`config.mk`:
```
export PLATFORM = sky130hd
export DESIGN_NAME = jtag_shift_master
export DESIGN_NICKNAME = d
export VERILOG_FILES = /design/src/rtl/jtag_master_pkg.sv /design/src/rtl/jtag_tck_divider.sv /design/src/rtl/jtag_shift_master.sv
export SDC_FILE = /design/constraint.sdc
export NUM_CORES = 1
export LEC_CHECK = 0
export ABC_AREA = 1
export CORE_UTILIZATION = 46
export CTS_BUF_LIST = sky130_fd_sc_hd__clkbuf_4 sky130_fd_sc_hd__clkbuf_8 sky130_fd_sc_hd__clkbuf_16
export CTS_CLUSTER_SIZE = 28
export DETAILED_ROUTE_END_ITERATION = 16
export MAX_ROUTING_LAYER = met4
export PLACE_DENSITY = 0.74
export SYNTH_ARGS = -nofsm -noshare
export SYNTH_HDL_FRONTEND = slang
export SYNTH_SLANG_ARGS = --single-unit
```
`constraint.sdc`:
```
create_clock -name clk_clk -period 4.4 [get_ports clk_clk]
set_clock_uncertainty 0.15 [all_clocks]
set_input_delay 1.32 -clock clk_clk [delete_from_list [all_inputs] [get_ports clk_clk]]
set_output_delay 1.32 -clock clk_clk [all_outputs]
set_load 0.01 [all_outputs]
```
`src/rtl/jtag_master_pkg.sv`:
```
// rtl/jtag_master_pkg.sv - shared constants and FSM state type for the JTAG shift master
package jtag_master_pkg;

  localparam logic [1:0] ADDR_TMS  = 2'd0;
  localparam logic [1:0] ADDR_TDI  = 2'd1;
  localparam logic [1:0] ADDR_CTRL = 2'd2;
  localparam logic [1:0] ADDR_TDO  = 2'd3;

  localparam int LEN_W = 6;

  localparam int STATUS_BUSY_BIT   = 0;
  localparam int STATUS_DONE_BIT   = 1;
  localparam int STATUS_IRQ_EN_BIT = 8;
  localparam int CTRL_IRQ_EN_BIT   = 8;

  typedef enum logic [1:0] {
    ST_IDLE = 2'd0,
    ST_LOW  = 2'd1,
    ST_HIGH = 2'd2
  } jtag_state_t;

endpackage

```
`src/rtl/jtag_tck_divider.sv`:
```
// rtl/jtag_tck_divider.sv - TCK half-period counter with first/last cycle strikes
module jtag_tck_divider #(
  parameter int CLK_DIV = 4
) (
  input  logic clk,
  input  logic reset,
  input  logic clear,
  input  logic run,
  output logic phase_first,
  output logic phase_end
);

  localparam int CNT_W = (CLK_DIV > 1) ? $clog2(CLK_DIV) : 1;
  localparam logic [CNT_W-1:0] CNT_LAST = CNT_W'(CLK_DIV - 1);

  logic [CNT_W-1:0] cnt;

  assign phase_first = run && (cnt == '0);
  assign phase_end   = run && (cnt == CNT_LAST);

  // Count clk cycles within the current half-period, restarting at each phase boundary.
  always_ff @(posedge clk) begin
    if (reset || clear) begin
      cnt <= '0;
    end else if (run) begin
      cnt <= phase_end ? '0 : cnt + 1'b1;
    end
  end

endmodule

```
`src/rtl/jtag_shift_master.sv`:
```
// rtl/jtag_shift_master.sv - Avalon-MM JTAG initiator; JTAG_IRQ_EN adds the irq output
module jtag_shift_master
  import jtag_master_pkg::*;
#(
  parameter int CLK_DIV  = 4,
  parameter int MAX_BITS = 32
) (
  input  logic        clk_clk,
  input  logic        reset_reset,
  input  logic [1:0]  avs_address,
  input  logic        avs_write,
  input  logic [31:0] avs_writedata,
  input  logic        avs_read,
  output logic [31:0] avs_readdata,
  output logic        jtag_tck,
  output logic        jtag_tms,
  output logic        jtag_tdi,
  input  logic        jtag_tdo
`ifdef JTAG_IRQ_EN
  ,
  output logic        irq
`endif
);

  jtag_state_t state, state_next;

  logic [31:0]      tms_reg, tdi_reg, tdo_reg;
  logic [LEN_W-1:0] len_q;
  logic [4:0]       idx;
  logic [4:0]       idx_next;
  logic             done;
  logic             tck_q, tms_q, tdi_q;
  logic             irq_en;
  logic             busy;
  logic             phase_first, phase_end;
  logic [LEN_W-1:0] wr_len;
  logic             ctrl_wr, start, last_bit, burst_end;
  logic [31:0]      status;

  assign busy      = (state != ST_IDLE);
  assign wr_len    = avs_writedata[LEN_W-1:0];
  assign ctrl_wr   = avs_write && (avs_address == ADDR_CTRL);
  assign start     = ctrl_wr && !busy && (wr_len != '0) && (wr_len <= LEN_W'(MAX_BITS));
  assign last_bit  = ({1'b0, idx} == (len_q - LEN_W'(1)));
  assign idx_next  = idx + 5'd1;
  assign burst_end = (state == ST_HIGH) && phase_end && last_bit;

  assign jtag_tck = tck_q;
  assign jtag_tms = tms_q;
  assign jtag_tdi = tdi_q;

  jtag_tck_divider #(
    .CLK_DIV(CLK_DIV)
  ) u_div (
    .clk        (clk_clk),
    .reset      (reset_reset),
    .clear      (start),
    .run        (busy),
    .phase_first(phase_first),
    .phase_end  (phase_end)
  );

  // FSM state register.
  always_ff @(posedge clk_clk) begin
    if (reset_reset) state <= ST_IDLE;
    else             state <= state_next;
  end

  // Next-state: each bit is one LOW half-period followed by one HIGH half-period.
  always_comb begin
    state_next = state;
    case (state)
      ST_IDLE: if (start)     state_next = ST_LOW;
      ST_LOW:  if (phase_end) state_next = ST_HIGH;
      ST_HIGH: if (phase_end) state_next = last_bit ? ST_IDLE : ST_LOW;
      default: state_next = ST_IDLE;
    endcase
  end

  // Register file, pin drivers and TDO capture; new TMS/TDI bits are launched only on entry to LOW.
  always_ff @(posedge clk_clk) begin
    if (reset_reset) begin
      tms_reg <= '0;
      tdi_reg <= '0;
      tdo_reg <= '0;
      len_q   <= '0;
      idx     <= '0;
      done    <= 1'b0;
      tck_q   <= 1'b0;
      tms_q   <= 1'b1;
      tdi_q   <= 1'b0;
    end else begin
      if (avs_write && !busy && avs_address == ADDR_TMS) tms_reg <= avs_writedata;
      if (avs_write && !busy && avs_address == ADDR_TDI) tdi_reg <= avs_writedata;
      if ((avs_write || avs_read) && avs_address == ADDR_CTRL) done <= 1'b0;
      if (burst_end) done <= 1'b1;
      if (start) begin
        tdo_reg <= '0;
        len_q   <= wr_len;
        idx     <= '0;
        tms_q   <= tms_reg[0];
        tdi_q   <= tdi_reg[0];
      end
      if (state == ST_LOW && phase_end) tck_q <= 1'b1;
      if (state == ST_HIGH && phase_first) tdo_reg[idx] <= jtag_tdo;
      if (state == ST_HIGH && phase_end) begin
        tck_q <= 1'b0;
        if (!last_bit) begin
          idx   <= idx_next;
          tms_q <= tms_reg[idx_next];
          tdi_q <= tdi_reg[idx_next];
        end
      end
    end
  end

`ifdef JTAG_IRQ_EN
  // Interrupt enable is a plain control bit, accepted even mid-burst.
  always_ff @(posedge clk_clk) begin
    if (reset_reset)  irq_en <= 1'b0;
    else if (ctrl_wr) irq_en <= avs_writedata[CTRL_IRQ_EN_BIT];
  end

  assign irq = done & irq_en;
`else
  assign irq_en = 1'b0;
`endif

  // Assemble the STATUS word.
  always_comb begin
    status = '0;
    status[STATUS_BUSY_BIT]   = busy;
    status[STATUS_DONE_BIT]   = done;
    status[STATUS_IRQ_EN_BIT] = irq_en;
  end

  // Read data is registered from pre-edge register values, giving a fixed latency of one cycle.
  always_ff @(posedge clk_clk) begin
    if (reset_reset) begin
      avs_readdata <= '0;
    end else if (avs_read) begin
      case (avs_address)
        ADDR_TMS:  avs_readdata <= tms_reg;
        ADDR_TDI:  avs_readdata <= tdi_reg;
        ADDR_CTRL: avs_readdata <= status;
        default:   avs_readdata <= tdo_reg;
      endcase
    end
  end

endmodule

```
# --- Word level (Yosys, flattened, before mapping) ---
# Cells that the tools add are included.
totals:
  register_bits: 147
  latchBits: 0
  ramBits: 0
  rom_bits: 0
  inputBits: 39
  out_inout_bits: 35
  wordCells: 82
  mem_count: 0
op_classes:
  addsub: 3
  n_mul: 0
  n_div: 0
  order_cmp: 4
  n_eq_ne: 9
  shift: 0
  mux: 28
  n_bitwise: 0
  n_reduce_logical: 26
op_table:
  columns: ["operator", "count"]
  rows:
  - ["32-bit 2-to-1 mux", 3]
  - ["32-bit case mux with 3 select lines", 1]
  - ["32-bit bitwise mux", 1]
  - ["1-bit logical AND", 15]
  - ["5-bit 2-to-1 mux", 3]
  - ["5-bit by 6-bit less-than comparator with 1-bit output, second input constant", 2]
  - ["1-bit 2-to-1 mux", 12]
  - ["1-bit binary-select mux with 5-bit select", 2]
  - ["2-bit 2-to-1 mux", 4]
  - ["2-bit equality test, second input constant", 3]
  - ["5-bit by 6-bit equality test with 1-bit output", 1]
  - ["6-bit <= comparator, second input constant", 1]
  - ["2-bit logical NOT", 3]
  - ["2-bit case mux with 3 select lines", 1]
  - ["6-bit nonzero test", 1]
  - ["6-bit by 1-bit subtractor with 6-bit output, second input constant", 1]
  - ["5-bit by 1-bit adder with 5-bit output, second input constant", 1]
  - ["1-bit demux with 5-bit select", 1]
  - ["5-bit by 1-bit greater-or-equal comparator with 1-bit output, second input constant", 1]
  - ["2-bit by 1-bit equality test with 1-bit output, second input constant", 2]
  - ["2-bit != test, second input constant", 2]
  - ["2-bit nonzero test", 2]
  - ["3-bit AND reduction", 1]
  - ["2-bit by 1-bit adder with 2-bit output, second input constant", 1]
  - ["4 further kinds", 5]

# --- Logic depth before layout (Yosys ltp) ---
logic_depth:
  word_depth: 9
  ltp_mapped: 15
  mapped_depth_nobuf: 14

# --- Hierarchy ---
# From an unflattened synthesis, not the netlist that was laid out.
hier_totals:
  cells_unflattened: 978
  hier_area_um2: 6782.8
by_module_without_submodules:
  columns: ["mod", "n_inst", "cells_per_inst", "area_per_inst_um2", "seq_area_each_um2"]
  rows:
  - ["jtag_shift_master", 1, 957, 6652.6, 2902.8]
  - ["jtag_tck_divider", 1, 21, 130.1, 40.0]

# --- Worst setup path after synthesis ---
# OpenSTA, ideal clock, no wires.
synth_path:
  kind: "in2reg"
  startpoint: "input port avs_address[0]"
  endpoint: "register tms_reg[11]"
  setup_ps: 128
  t_arrival_ps: 2157
  required_time_ps: 4122
  setup_slack_ps: 1964
  path_stages: 5
  path_buffers: 1
  path_cell_list: "nor2_1 -> nand3_2 -> clkbuf_1 -> o21ai_0 -> a21oi_1"
synth_via:
  elab_chain_cells: 2
synth_rtl:
  columns: ["element", "line", "rtl"]
  rows:
  - ["start: declaration", "jtag_shift_master.sv:10", "input logic [1:0] avs_address,"]
  - ["2-bit logical NOT", "jtag_shift_master.sv:93", "if (avs_write && !busy && avs_address == ADDR_TMS) tms_reg <= avs_writedata;"]
  - ["1-bit logical AND", "jtag_shift_master.sv:93", null]
  - ["end signal: assignment", "jtag_shift_master.sv:93", null]
  - ["end: declaration", "jtag_shift_master.sv:27", "logic [31:0] tms_reg, tdi_reg, tdo_reg;"]
# No other way between the ends.
# A chain may end at the register's enable or synchronous reset.

# --- Worst setup path after layout ---
layout_path:
  startpoint: "register idx[0]"
  endpoint: "register tdi_q, in the netlist jtag_tdi"
layout_via:
  elab_chain_cells: 5
  elab_cells_between_ends: 6
  classes_between: "add/sub (1); eq/ne (1); mux (4)"
layout_rtl:
  columns: ["element", "line", "rtl"]
  rows:
  - ["start: declaration", "jtag_shift_master.sv:29", "logic [4:0] idx;"]
  - ["start signal: assignment", "jtag_shift_master.sv:109", "idx <= idx_next;"]
  - ["5-bit by 1-bit adder with 5-bit output", "jtag_shift_master.sv:45", "assign idx_next = idx + 5'd1;"]
  - ["1-bit binary-select mux with 5-bit select", "jtag_shift_master.sv:111", "tdi_q <= tdi_reg[idx_next];"]
  - ["1-bit 2-to-1 mux (not written as such)", "jtag_shift_master.sv:111", null]
  - ["1-bit 2-to-1 mux *", "jtag_shift_master.sv:108", "if (!last_bit) begin"]
  - ["1-bit 2-to-1 mux *", "jtag_shift_master.sv:106", "if (state == ST_HIGH && phase_end) begin"]
  - ["end signal: assignment", "jtag_shift_master.sv:102", "tdi_q <= tdi_reg[0];"]
  - ["end signal: assignment", "jtag_shift_master.sv:111", null]
  - ["end: declaration", "jtag_shift_master.sv:32", "logic tck_q, tms_q, tdi_q;"]
# Mark *: on every way between the ends. The rest lies on a longest branch, timed or not. The select of a mux whose other input is x is not followed.

==> results.py <==
metrics = {
    "floorplanning": {
        "die_area_um2": 15800,
        "die_y_um": 126,
        "die_x_um": 126,
        "ioPinCount": 74,
        "initial_utilization": 0.478,
        "core_um2": 14800,
        "rows": 44,
    },
    "outcome": {
        "outcome": "completed",
    },
    "timing": {
        "rsz0062_at_grt": "false",
        "max-slew-margin-rel": 0.241,
        "setup_viol": 0,
        "tightest_slew_ns": 1.14,
        "hold_viol": 0,
        "max_freq_mhz": 306,
        "period_share": 0.742,
        "period_needed_ns": 3.26,
        "maxSlewViolCount": 0,
        "tns_ns": 0,
    },
    "detailed_routing": {
        "drtIter0Drc": 694,
        "vias": 6974,
        "routed_wirelength_um": 20100,
        "wl_per_cell_um": 16.3,
        "drt_pre_antenna_iters": 5,
        "viasPerCell": 5.66,
        "ant_nets": 0,
        "drc_errors": 0,
    },
    "pwr": {
        "comb_power_share": 0.094,
        "p_per_area_nw_per_um2": 376,
        "pwr-share-seq": 0.447,
        "p_leak_nw": 3.01,
        "pwr-share-clk": 0.459,
        "p_int_mw": 2.40,
        "p_switching_mw": 0.761,
        "switching_share": 0.241,
        "irDropWorstVdd_mv": 0.315,
    },
    "critical_path": {
        "critPathArrivalTime_ns": 3.43,
        "cp-start-kind": "flop",
        "cp.required_ns": 4.57,
        "critPathMaxFanout": 26,
        "worstSetupPathType": "flop to flop",
        "setup.worst_path.end_class": "flop",
    },
    "placed_design": {
        "gp_congestion": 0.868,
        "portBuffers": 73,
        "place_hpwl_um": 12800,
        "dp.cells": 1200,
    },
    "synth": {
        "dominantRegCellSynth": "dfxtp_1",
        "synth_edf_count": 0,
        "synthesis.nets": 1044,
        "synth_seq_area_share": 0.417,
        "ys_seq_elements": 147,
        "synth.distinct_cells": 34,
        "synthArstFlopShare": 0,
        "syn_avg_cell_area_um2": 7.07,
        "netlist_instances": 998,
        "synth_warnings": 0,
        "syn_area_um2": 7060,
    },
    "grt": {
        "grt_max_degree": 66,
        "grt_pass1_wl_um": 32800,
        "grt.overflow.total": 0,
        "antenna_found_initial": 0,
        "grtUsageTotal": 0.270,
        "grt_pass1_vias": 6540,
    },
    "clock_network": {
        "ctsHoldBuffers": 0,
        "postCtsResizedCells": 0,
        "tritoncts": "built",
        "clock_latency_ns": 0.43,
        "cts.sinks": 147,
        "cts-root-buf": "clkbuf_16",
        "numCtsBuffers": 17,
        "path_clk_slew_ns": 0.06,
        "cts_max_path_buffers": 2,
        "h-tree-depth": 4,
        "post_cts_buffers": 0,
    },
    "hold_path": {
        "hold_path_class": "flop to flop",
    },
    "finish": {
        "fin_nets": 1081,
        "diodes": 0,
        "drive_gt1_frac": 0.0830,
        "areaGrowthSynthToFinish_pct": 19.0,
        "fin_cells": 1232,
        "finish.utilization": 0.569,
    },
    "job": {
        "maxCapViolations": 0,
    },
}
## power groups by stage
| stage | Clock (mW) | Sequential, mW | Combinational (mW) |
|---|---|---|---|
| finish | 1.45 | 1.41 | 0.298 |
| global route | 1.52 | 1.42 | 0.329 |
| global placement | 0 | 1.44 | 0.292 |
| CTS | 1.46 | 1.41 | 0.296 |
| floorplan | 0 | 1.44 | 0.164 |
| detailed placement | 0 | 1.44 | 0.293 |
## per-layer routing
metal  track usage  vias up  part of all wire
met1         0.343     3237              0.45
met3        0.0535       49             0.065
li1              -     3415                 -
met2         0.418      273              0.45
met4         0.112        0             0.027
met5             -        -                 0
## layout by cell type, fill, tap and decap left out, types with 2 or more instances in the layout
cell | netlist | layout
inv_1 | 86 | 86
bufinv_16 | 0 | 2
a41oi_1 | 30 | 30
nand4_1 | 6 | 6
o21ai_0 | 81 | 81
inv_2 | 14 | 14
clkinvlp_4 | 0 | 2
nor2_2 | 9 | 11
o211ai_1 | 7 | 7
clkinv_2 | 0 | 6
nand2_1 | 209 | 209
o21ai_1 | 79 | 79
a31oi_1 | 4 | 4
nor3_1 | 2 | 2
nand2_2 | 4 | 4
dfxtp_1 | 147 | 147
clkbuf_8 | 0 | 4
clkdlybuf4s50_1 | 0 | 72
buf_4 | 6 | 12
nor2_1 | 56 | 54
nand3b_1 | 7 | 7
nand3_2 | 4 | 4
nor2_4 | 3 | 3
ha_1 | 7 | 7
clkbuf_16 | 0 | 17
nand3_1 | 82 | 82
a21oi_1 | 84 | 84
xnor2_2 | 2 | 2
## Yosys cell counts, types with 9 or more instances
library cell,n,area (µm²)
nand2_1,209,785
dfxtp_1,147,2940
inv_1,86,323
a21oi_1,84,420
nand3_1,82,410
o21ai_0,81,405
o21ai_1,79,395
nor2_1,56,210
clkbuf_1,39,146
a41oi_1,30,263
buf_2,20,100
inv_2,14,52.6
nor2_2,9,56.3
## metrics by stage
step	total power [mW]	setup slack, ns	area (µm²)	hold slack, ns
after floorplan	1.61	1.96	7060	0.284
after global placement	1.73	1.00	7810	0.299
after detailed placement	1.73	0.947	7810	0.303
after CTS	3.17	1.27	8400	0.313
after global routing	3.27	1.03	8400	0.338
final	3.16	1.14	8400	0.315
## path summary, 6_finish.rpt
| path | start | endpoint | slack [ns] | cells past startpoint |
|---|---|---|---|---|
| max reg2reg | idx[0]$_SDFF_PP0_ | jtag_tdi$_SDFF_PP0_ | 1.14 | 11 |
| min | tms_reg[13]$_SDFFE_PP0P_ | tms_reg[13]$_SDFFE_PP0P_ | 0.32 | 2 |
| max | idx[0]$_SDFF_PP0_ | jtag_tdi$_SDFF_PP0_ | 1.14 | 11 |
| min reg2reg | tms_reg[13]$_SDFFE_PP0P_ | tms_reg[13]$_SDFFE_PP0P_ | 0.32 | 2 |
## area by class of cell
| type | count | area [µm²] |
|---|---|---|
| Clock inverter | 10 | 105 |
| Tap cell | 184 | 230 |
| Fill cell | 1366 | 6350 |
| Inverter | 100 | 375 |
| Timing Repair Buffer | 86 | 836 |
| Sequential cell | 147 | 2940 |
| Clock buffer | 22 | 488 |
| Multi-Input combinational cell | 683 | 3420 |
## kinds of logic (layout without fill, tap and decap cells)
| group | after synthesis | in the layout | share of synthesized area |
|---|---|---|---|
| AND/OR/NAND/NOR | 384 | 384 | 0.239 |
| adder cells (fa/ha/maj) | 7 | 7 | 0.0124 |
| flip-flops | 147 | 147 | 0.417 |
| buffers and inverters | 168 | 218 | 0.0987 |
| AO/OA/AOI/OAI | 287 | 287 | 0.223 |
| XOR/XNOR | 5 | 5 | 0.00940 |
## critical path, stage by stage (launching register included)
cell and delay, ns:
dfxtp_1 0.31, inv_2 0.42, ha_1 0.80, inv_1 0.56, nand3_1 0.22, nand3_1 0.11
nand3_1 0.11, nand2_1 0.08, nand2_1 0.07, nand2_1 0.06, nor2_1 0.18, nor2_1 0.06
Power figures use the tool's default switching activity.
